===== config.mk =====
export PLATFORM = sky130hd
export DESIGN_NAME = mem_dma
export DESIGN_NICKNAME = d
export VERILOG_FILES = /design/src/rtl/mem_dma.sv
export SDC_FILE = /design/constraint.sdc
export NUM_CORES = 1
export LEC_CHECK = 0
export BUFFER_PORTS_ARGS = -buffer_cell sky130_fd_sc_hd__buf_2
export CORE_MARGIN = 5
export CORE_UTILIZATION = 49
export CTS_BUF_LIST = sky130_fd_sc_hd__clkbuf_4 sky130_fd_sc_hd__clkbuf_8
export DETAILED_ROUTE_END_ITERATION = 16
export HOLD_SLACK_MARGIN = 0.03
export PLACE_DENSITY = 0.79
export REMOVE_ABC_BUFFERS = 1
export SLEW_MARGIN = 20
export SYNTH_ARGS = -nofsm -noshare
export SYNTH_HDL_FRONTEND = slang
export SYNTH_SLANG_ARGS = --single-unit

===== constraint.sdc =====
create_clock -name clk -period 2.1 [get_ports clk]
set_input_delay 0.42 -clock clk [delete_from_list [all_inputs] [get_ports clk]]
set_output_delay 0.42 -clock clk [all_outputs]
set_load 0.05 [all_outputs]

===== src/rtl/mem_dma.sv =====
// Block-move bus initiator: copies a word range or fills it with a constant,
// sharing the MEMORY port with the CPU through a req/gnt handshake.
module mem_dma #(
    parameter int WIDTH = 32,
    parameter int LEN_W = 17,
    parameter int BURST = 16
) (
    input  logic             clk,
    input  logic             rst,
    input  logic             start_i,
    input  logic             mode_i,
    input  logic [WIDTH-1:0] src_i,
    input  logic [WIDTH-1:0] dst_i,
    input  logic [LEN_W-1:0] len_i,
    input  logic [WIDTH-1:0] fill_i,
    input  logic             abort_i,
    output logic             bus_req_o,
    input  logic             bus_gnt_i,
    output logic             memread_o,
    output logic             memwrite_o,
    output logic [WIDTH-1:0] memaddr_o,
    output logic [WIDTH-1:0] memwdata_o,
    input  logic [WIDTH-1:0] memrdata_i,
    output logic             busy_o,
    output logic             done_o,
    output logic             aborted_o,
    output logic [LEN_W-1:0] remain_o
);

    localparam int BW = $clog2(BURST + 1);

    typedef enum logic [2:0] {
        S_IDLE,
        S_REQ,
        S_RD,
        S_CAP,
        S_WR,
        S_REL,
        S_DONE
    } state_t;

    state_t           state, state_d;
    logic [WIDTH-1:0] src_q, dst_q, data_q, fill_q;
    logic             mode_q;
    logic [LEN_W-1:0] remain_q;
    logic [BW-1:0]    burst_q;
    logic             aborted_q;
    logic             last_word, burst_last;

    assign last_word  = (remain_q == LEN_W'(1));
    assign burst_last = (burst_q == BW'(BURST - 1));
    assign aborted_o  = aborted_q;
    assign remain_o   = remain_q;

    always_ff @(posedge clk or negedge rst) begin
        if (!rst) state <= S_IDLE;
        else      state <= state_d;
    end

    always_comb begin
        state_d    = state;
        bus_req_o  = 1'b0;
        memread_o  = 1'b0;
        memwrite_o = 1'b0;
        memaddr_o  = '0;
        memwdata_o = '0;
        busy_o     = (state != S_IDLE);
        done_o     = 1'b0;
        case (state)
            S_IDLE: begin
                if (start_i) state_d = (len_i == '0) ? S_DONE : S_REQ;
            end
            S_REQ: begin
                bus_req_o = 1'b1;
                if (bus_gnt_i) state_d = mode_q ? S_WR : S_RD;
            end
            S_RD: begin
                bus_req_o = 1'b1;
                memread_o = 1'b1;
                memaddr_o = src_q;
                state_d   = S_CAP;
            end
            S_CAP: begin
                bus_req_o = 1'b1;
                state_d   = S_WR;
            end
            S_WR: begin
                bus_req_o  = 1'b1;
                memwrite_o = 1'b1;
                memaddr_o  = dst_q;
                memwdata_o = mode_q ? fill_q : data_q;
                // Final word outranks abort so a racing abort still completes cleanly.
                if (last_word)       state_d = S_DONE;
                else if (abort_i)    state_d = S_DONE;
                else if (burst_last) state_d = S_REL;
                else                 state_d = mode_q ? S_WR : S_RD;
            end
            S_REL: begin
                state_d = S_REQ;
            end
            S_DONE: begin
                done_o  = 1'b1;
                state_d = S_IDLE;
            end
            default: state_d = S_IDLE;
        endcase
    end

    always_ff @(posedge clk or negedge rst) begin
        if (!rst) begin
            src_q     <= '0;
            dst_q     <= '0;
            data_q    <= '0;
            fill_q    <= '0;
            mode_q    <= 1'b0;
            remain_q  <= '0;
            burst_q   <= '0;
            aborted_q <= 1'b0;
        end else begin
            case (state)
                S_IDLE: begin
                    if (start_i) begin
                        src_q     <= {src_i[WIDTH-1:2], 2'b00};
                        dst_q     <= {dst_i[WIDTH-1:2], 2'b00};
                        fill_q    <= fill_i;
                        mode_q    <= mode_i;
                        remain_q  <= len_i;
                        burst_q   <= '0;
                        aborted_q <= 1'b0;
                    end
                end
                S_CAP: data_q <= memrdata_i;
                S_WR: begin
                    dst_q    <= dst_q + WIDTH'(4);
                    if (!mode_q) src_q <= src_q + WIDTH'(4);
                    remain_q <= remain_q - LEN_W'(1);
                    burst_q  <= burst_q + BW'(1);
                    if (!last_word && abort_i) aborted_q <= 1'b1;
                end
                S_REL: burst_q <= '0;
                default: ;
            endcase
        end
    end

endmodule


==> impl_metrics.csv, run 1 <==
group,metric,value,unit
placed_design,dpl-instance-area,0.0102,mm2
routing,detail_route.vias_per_cell,6.11,
routing,wl_per_cell,20.4,um
critical_path,critPathArrivalTime,2.03,ns
yosys,number_of_library_cell_types_mapped_by_synthesis,65,
yosys,yosys_warnings,0,
critical_path,nature_of_the_critical_path_startpoint,"flip-flop",
global_route,grt.overflow.total,0,
critical_path,worst_path_dominant_cell_family,"simple AND/OR/NAND/NOR gates",
routing,remaining_drc_errors,0,
global_route,grt_util_all_layers,28.5,%
yosys,netlist_top_cells_area,"dfrtp_1, nand2_1, nor2_1, mux2i_1, mux2_2",
routing,antenna_violating_nets_left,0,
placed_design,dp_hpwl,18800,um
clocking,numCtsBuffers,17,
sta,final-hold-violation-count,0,
yosys,dominantRegCellSynth,"dfrtp_1",
yosys,synthesis.instances,943,
placed_design,globalplace.congestion,0.939,
sta,post-route-period-util,117,%
floorplan,design.die.area,0.0197,mm2
clocking,cts.path.max_buffers,2,
critical_path,crit_path_cell_trace,"or3b_4 > clkinv_8 > clkbuf_16 > a22o_1 > buf_6",
floorplan,die_x,140,um
floorplan,rows,47,
power,clock_power_share,12.6,%
floorplan,initial_cell_density_of_the_core,50.1,%
final_layout,design_area,0.0117,mm2
power,internal_power,0.00929,W
floorplan,floorplan.io_pins,238,
global_route,maximum_number_of_pins_on_one_net_before_global_route_repair,52,
power,power_leakage,5.36,nW
yosys,syn_avg_cell_area,8.83,um2
yosys,synth.top_cell.area_share,45.4,%
final_layout,post_route_cells_drive_above_1_share,37.4,%
power,share_comb_of_total_power,55.6,%
placed_design,port_buffers,231,
routing,postRouteWirelength,29600,um
power,vdd.ir_drop.worst,926,uV
global_route,grt_antenna_before_repair,1,
run_status,failed_checks,"negative setup slack",
yosys,yosysTopAreaCell,"dfrtp_1",
sta,layout_setup_ws,-0.349,ns
clocking,clock_insertion_delay_worst_skew,0.47,ns
power,seq_power_share,31.8,%
final_layout,utilization,70.6,%
floorplan,die-height,140,um
critical_path,cp_slowest_stage_delay,0.50,ns
clocking,h-tree-depth,4,
run_status,run_status,"finished, violations left",
yosys,ys_seq_area_share,45.4,%
critical_path,cp_data_required_time,1.68,ns
sta,max_freq,408,MHz
yosys,synth.ff_latch_count,151,
routing,drt_iter0_markers,835,
hold_path,worstHoldPathType,"input pin to flip-flop",
critical_path,worst_path_max_delay_cell,"or3b_4",
clocking,clock_sink_count,151,
run,cap_viol_max_count,0,
sta,max_slew_violation_count,0,
yosys,synth_enable_flop_cells,0,
yosys,netlist_area,0.00833,mm2
critical_path,setup.worst_path.class,"flip-flop to output port",
critical_path,critical_path.n_buffers_inverters,3,
floorplan,fp.coreArea,0.0166,mm2
routing,dr_total_vias,8897,
clocking,cts_root_buffer,"clkbuf_8",
power,power-per-cell-area,1510,mW/mm2
yosys,synth-async-reset-ratio,100,%
final_layout,area_growth,41.0,%
sta,unrepaired_setup_endpoints_after_global_routing,"yes",
final_layout,number_of_nets_in_the_layout,1380,
final_layout,antenna-diode-count,0,
sta,final.setup.tns,-18.78,ns
global_route,first_global_vias,8911,
critical_path,critPathMaxFanout,7,
sta,slew_headroom,64.8,%
global_route,grt_pass1_wl,45500,um
sta,clock_period_minus_worst_slack,2.45,ns
critical_path,critical_path.endpoint_type,"output port",
clocking,path_clk_slew,0.09,ns
power,power_switching,0.00846,W
routing,detail_route.first_pass.iterations,5,
power,sw_share,47.7,%
clocking,clock_tree_from_tritoncts,"done",
sta,clock_skew,0.0128,ns
sta,timing_worst_slew_pin_value,0.528,ns
sta,setup_viol_count_final,65,
worst reg2reg max path, cell delays in order (launching register included):
cell	delay [ns]
dfrtp_1	0.42
or3b_4	0.50
buf_12	0.17
buf_4	0.14
clkbuf_16	0.15
nor2_2	0.16
nand2_2	0.12
nor3_1	0.23
or3_1	0.15
power groups by stage:
stage          logic (W)  registers [W]  clock network (W)
2_1_floorplan    0.00508        0.00596                  0
3_3_place_gp     0.00814        0.00547                  0
3_5_place_dp     0.00831        0.00554                  0
4_1_cts          0.00935        0.00551            0.00225
5_1_grt           0.0105        0.00581            0.00238
6_report         0.00987        0.00565            0.00223
synth_stat cells, drive strengths merged (6+ instances only):
master    n
nor2b     7
o22ai    13
o21a      7
dfrtp   151
nor4     17
a311oi   12
o21ai    27
inv       9
nand4    13
ha        6
and4      9
a21oi    31
nor2    110
nand2   177
mux2i    38
nand3    37
buf      23
mux2     32
a211oi   14
o211ai   11
a31oi    11
nor3     34
a22o     26
clkbuf   43
and3     15
what timing repair did:
action / CTS / global route
buffers inserted: 13 / 12
resized for setup: 189 / 70
pin swaps: 16 / 25
setup endpoints to repair: 66 / 81
gates cloned: 5 / 5
hold endpoints to repair: 45 / 0
hold buffers: 1 / 0
state kept, by name, indices dropped and copies added, names as in the netlist:
register   count
state          3
aborted_o      1
data_q        32
fill_q        32
mode_q         1
src_q         30
burst_q        5
dst_q         30
remain_o      17
final timing paths:
check                      slack [ns]        from  depth (start not counted)       endpoint
max                             -0.35    state[0]                          5  memaddr_o[29]
min                              0.14      mode_i                          3         mode_q
max reg2reg                         0    state[0]                          8      src_q[13]
min reg2reg                      0.48  fill_q[27]                          2     fill_q[27]
max in group asynchronous        0.99         rst                          3     burst_q[1]
min in group asynchronous        0.47         rst                          2      dst_q[15]
through the flow:
step           setup WS [ns]  power [W]  instances  hold WS [ns]
2_1_floorplan          -2.36     0.0110        878         0.124
3_3_place_gp          0.0446     0.0136       1396         0.407
3_5_place_dp          0.0311     0.0139       1396         0.406
4_1_cts               -0.305     0.0171       1446         0.117
5_1_grt               -0.399     0.0187       1456         0.118
6_report              -0.349     0.0178       1456         0.137
cell type report:
| type | instances | area, um2 |
|---|---|---|
| clock buffer | 17 | 234 |
| tap | 220 | 275 |
| clock inverter | 15 | 143 |
| fill | 1202 | 4890 |
| inverter | 9 | 46.3 |
| multi-input combinational | 718 | 4540 |
| sequential | 151 | 3780 |
| timing repair buffer | 326 | 2730 |
cells in the final DEF (no fill, tap or decap), types with 6 or more instances in the layout:
cell,instances
inv_1,7
nor2_4,8
nor3_1,31
a31oi_1,11
clkbuf_8,17
and4_1,9
nor4_1,15
buf_6,62
o211ai_1,11
buf_4,61
nand4_1,13
nand2_1,163
nand2_2,8
nand3_1,36
a22o_1,24
o21a_1,7
dfrtp_1,150
a311oi_1,12
o22ai_1,13
and3_1,13
buf_8,15
ha_1,6
buf_12,18
mux2i_1,38
nor2_2,21
nor2b_1,7
inv_6,7
a211oi_1,14
o21ai_0,25
mux2_2,32
nor2_1,81
a21oi_1,31
buf_2,163
per-layer routing:
layer / wire length (um) / up-vias / part of all wire (%) / GRT usage (%)
met5: 20 / - / 0.067 / 0
met4: 909 / 2 / 3.1 / 11.4
met3: 3180 / 90 / 11 / 7.63
met2: 14600 / 604 / 49 / 47.5
met1: 10900 / 4225 / 37 / 35.3
li1: - / 3976 / - / -
kinds of logic after synthesis:
| family | share of synthesized area (%) |
|---|---|
| simple gates | 24.5 |
| mux | 8.89 |
| compound gates | 16.5 |
| other cells | 0.0450 |
| xor+xnor | 0.210 |
| buf+inv | 3.60 |
| flops | 45.4 |
| fa+ha+maj | 0.901 |
No activity file was read; power rests on OpenSTA's default activity.
==> run 2, diff against run 1 <==
CORE_ASPECT_RATIO = 1.5   (was unset)
==> impl_metrics.csv, run 2 (synthesis gave the netlist of run 1 again) <==
group,metric,value,unit
run_status,run_status,"finished, violations left",
run_status,failed_checks,"negative setup slack",
routing,dr_total_vias,9045,
critical_path,timing.reg2reg.setup_slack,-0.11,ns
sta,final-hold-violation-count,0,
routing,detail_route.vias_per_cell,6.18,
critical_path,critPathArrivalTime,2.01,ns
placed_design,dp_hpwl,19400,um
sta,timing_worst_slew_pin_value,0.604,ns
final_layout,mostFrequentLayoutCells,"nand2_1, buf_2, dfrtp_1",
critical_path,critical_path.n_buffers_inverters,3,
routing,wl_per_cell,21.0,um
floorplan,floorplan.io_pins,238,
power,vdd.ir_drop.worst,886,uV
critical_path,worstReg2RegStart,"state[1]",
floorplan,die_x,116,um
hold_path,worst_hold_startpoint,"mode_i",
critical_path,r2r_cells,8,
critical_path,nature_of_the_critical_path_startpoint,"flip-flop",
clocking,clock_insertion_delay_worst_skew,0.48,ns
placed_design,placed_cells_incl_taps,1396,
sta,clock_period_minus_worst_slack,2.43,ns
hold_path,hold-path-cell-count,3,
floorplan,die-height,170,um
hold_path,worstHoldPathType,"input pin to flip-flop",
critical_path,worstReg2RegEnd,"remain_o[9]",
final_layout,post_layout_nonfiller_instances,1464,
routing,remaining_drc_errors,0,
final_layout,area_growth,45.0,%
critical_path,critical_path_depth,5,
critical_path,setup.worst_path.class,"flip-flop to output port",
floorplan,rows,58,
global_route,first_global_vias,9273,
final_layout,leading_cell_type_in_the_layout_fill_and_taps_excluded,"nand2_1",
critical_path,setup.worst_path.start,"state[1]",
placed_design,port_buffers,231,
critical_path,worst_path_dominant_cell_family,"simple AND/OR/NAND/NOR gates",
critical_path,worst_path_max_delay_cell,"or3b_4",
sta,setup_viol_count_final,76,
global_route,maximum_number_of_pins_on_one_net_before_global_route_repair,68,
global_route,grt_antenna_before_repair,4,
critical_path,critical_path.endpoint_type,"output port",
final_layout,post_route_cells_drive_above_1_share,38.3,%
global_route,grt_util_all_layers,28.8,%
final_layout,reg_top3,"data_q: 32 flops, fill_q: 32 flops",
critical_path,cp_slowest_stage_delay,0.46,ns
routing,drt_iter0_markers,741,
floorplan,fp.coreArea,0.0168,mm2
placed_design,globalplace.congestion,0.951,
power,power-per-cell-area,1530,mW/mm2
clocking,h-tree-depth,4,
sta,worst_hold_slack,0.129,ns
global_route,grt_pass1_wl,45000,um
routing,detail_route.first_pass.iterations,8,
critical_path,cp_data_required_time,1.68,ns
run,cap_viol_max_count,0,
sta,unrepaired_setup_endpoints_after_global_routing,"yes",
critical_path,crit_path_cell_trace,"or3b_4 > buf_12 > clkbuf_16 > nor2_2 > buf_6",
clocking,clock_tree_from_tritoncts,"done",
floorplan,initial_cell_density_of_the_core,49.7,%
sta,max_slew_violation_count,0,
sta,post-route-period-util,116,%
sta,slew_headroom,59.4,%
clocking,path_clk_slew,0.11,ns
clocking,numCtsBuffers,17,
routing,postRouteWirelength,30700,um
routing,antenna_violating_nets_left,0,
clocking,clock_sink_count,151,
global_route,grt.overflow.total,0,
clocking,cts_root_buffer,"clkbuf_8",
sta,max_freq,412,MHz
clocking,cts.path.max_buffers,2,
power,design_power_total,0.0185,W
critical_path,critPathMaxFanout,8,
sta,clock_skew,0.0194,ns
floorplan,design.die.area,0.0198,mm2
hold_path,min_to,"mode_q",
final_layout,number_of_nets_in_the_layout,1396,
sta,layout_setup_ws,-0.329,ns
power,power_leakage,5.56,nW
## run 2: worst max-delay path by stage
stage	end	slack [ns]
3_3_place_gp	state[0]	-0.05
4_1_cts	memaddr_o[26]	-0.27
3_5_place_dp	state[0]	-0.07
6_report	memwdata_o[12]	-0.33
5_1_grt	memwdata_o[12]	-0.38
2_1_floorplan	memaddr_o[10]	-2.36
## run 2: layer usage
metal	share of wire, %	global-route usage (%)	vias up	wire length, um
met1	34	31.4	4296	10400
met5	0.081	0	-	25
met2	51	50.1	561	15800
met4	6.9	17.9	4	2120
met3	7.8	6.10	166	2410
li1	-	-	4018	-
## run 2: timing repair
| action | in CTS | in global routing |
|---|---|---|
| pin swaps | 2 | 35 |
| hold buffers | 1 | 0 |
| cloned | 3 | 7 |
| gates resized for setup | 174 | 103 |
| buffers inserted | 4 | 21 |
| endpoints found under the hold margin | 13 | 0 |
| endpoints found under the setup margin | 67 | 79 |
## run 2: worst min-delay path, stage by stage
cell     delay (ns)
buf_2          0.07
nand2_1        0.04
nand2_1        0.05
## run 2: layout make-up
cell class                 count  area, um2
fill                        1167       4690
multi-input combinational    718       4630
sequential                   151       3780
timing repair buffer         342       2890
tap                          210        263
clock buffer                  17        234
clock inverter                15        226
inverter                       9       46.3
antenna                        2       5.00
## run 2: power breakdown
| group | total [W] | switching (W) | internal (W) |
|---|---|---|---|
| Clock | 0.00268 | 0.00133 | 0.00135 |
| Combinational | 0.0102 | 0.00610 | 0.00414 |
| Sequential | 0.00558 | 0.00130 | 0.00429 |
| Total | 0.0185 | 0.00873 | 0.00979 |
## run 2: metrics by stage
stage / setup TNS, ns / utilization (%) / instance area, um2 / setup WS (ns)
floorplan: -224.40 / - / 8070 / -2.36
global placement: -0.0516 / 60.8 / 10200 / -0.0516
detailed placement: -0.0716 / 60.8 / 10200 / -0.0716
CTS: -13.12 / 67.8 / 11400 / -0.268
global route: -22.88 / 72.0 / 12100 / -0.382
finish: -17.16 / 72.0 / 12100 / -0.329
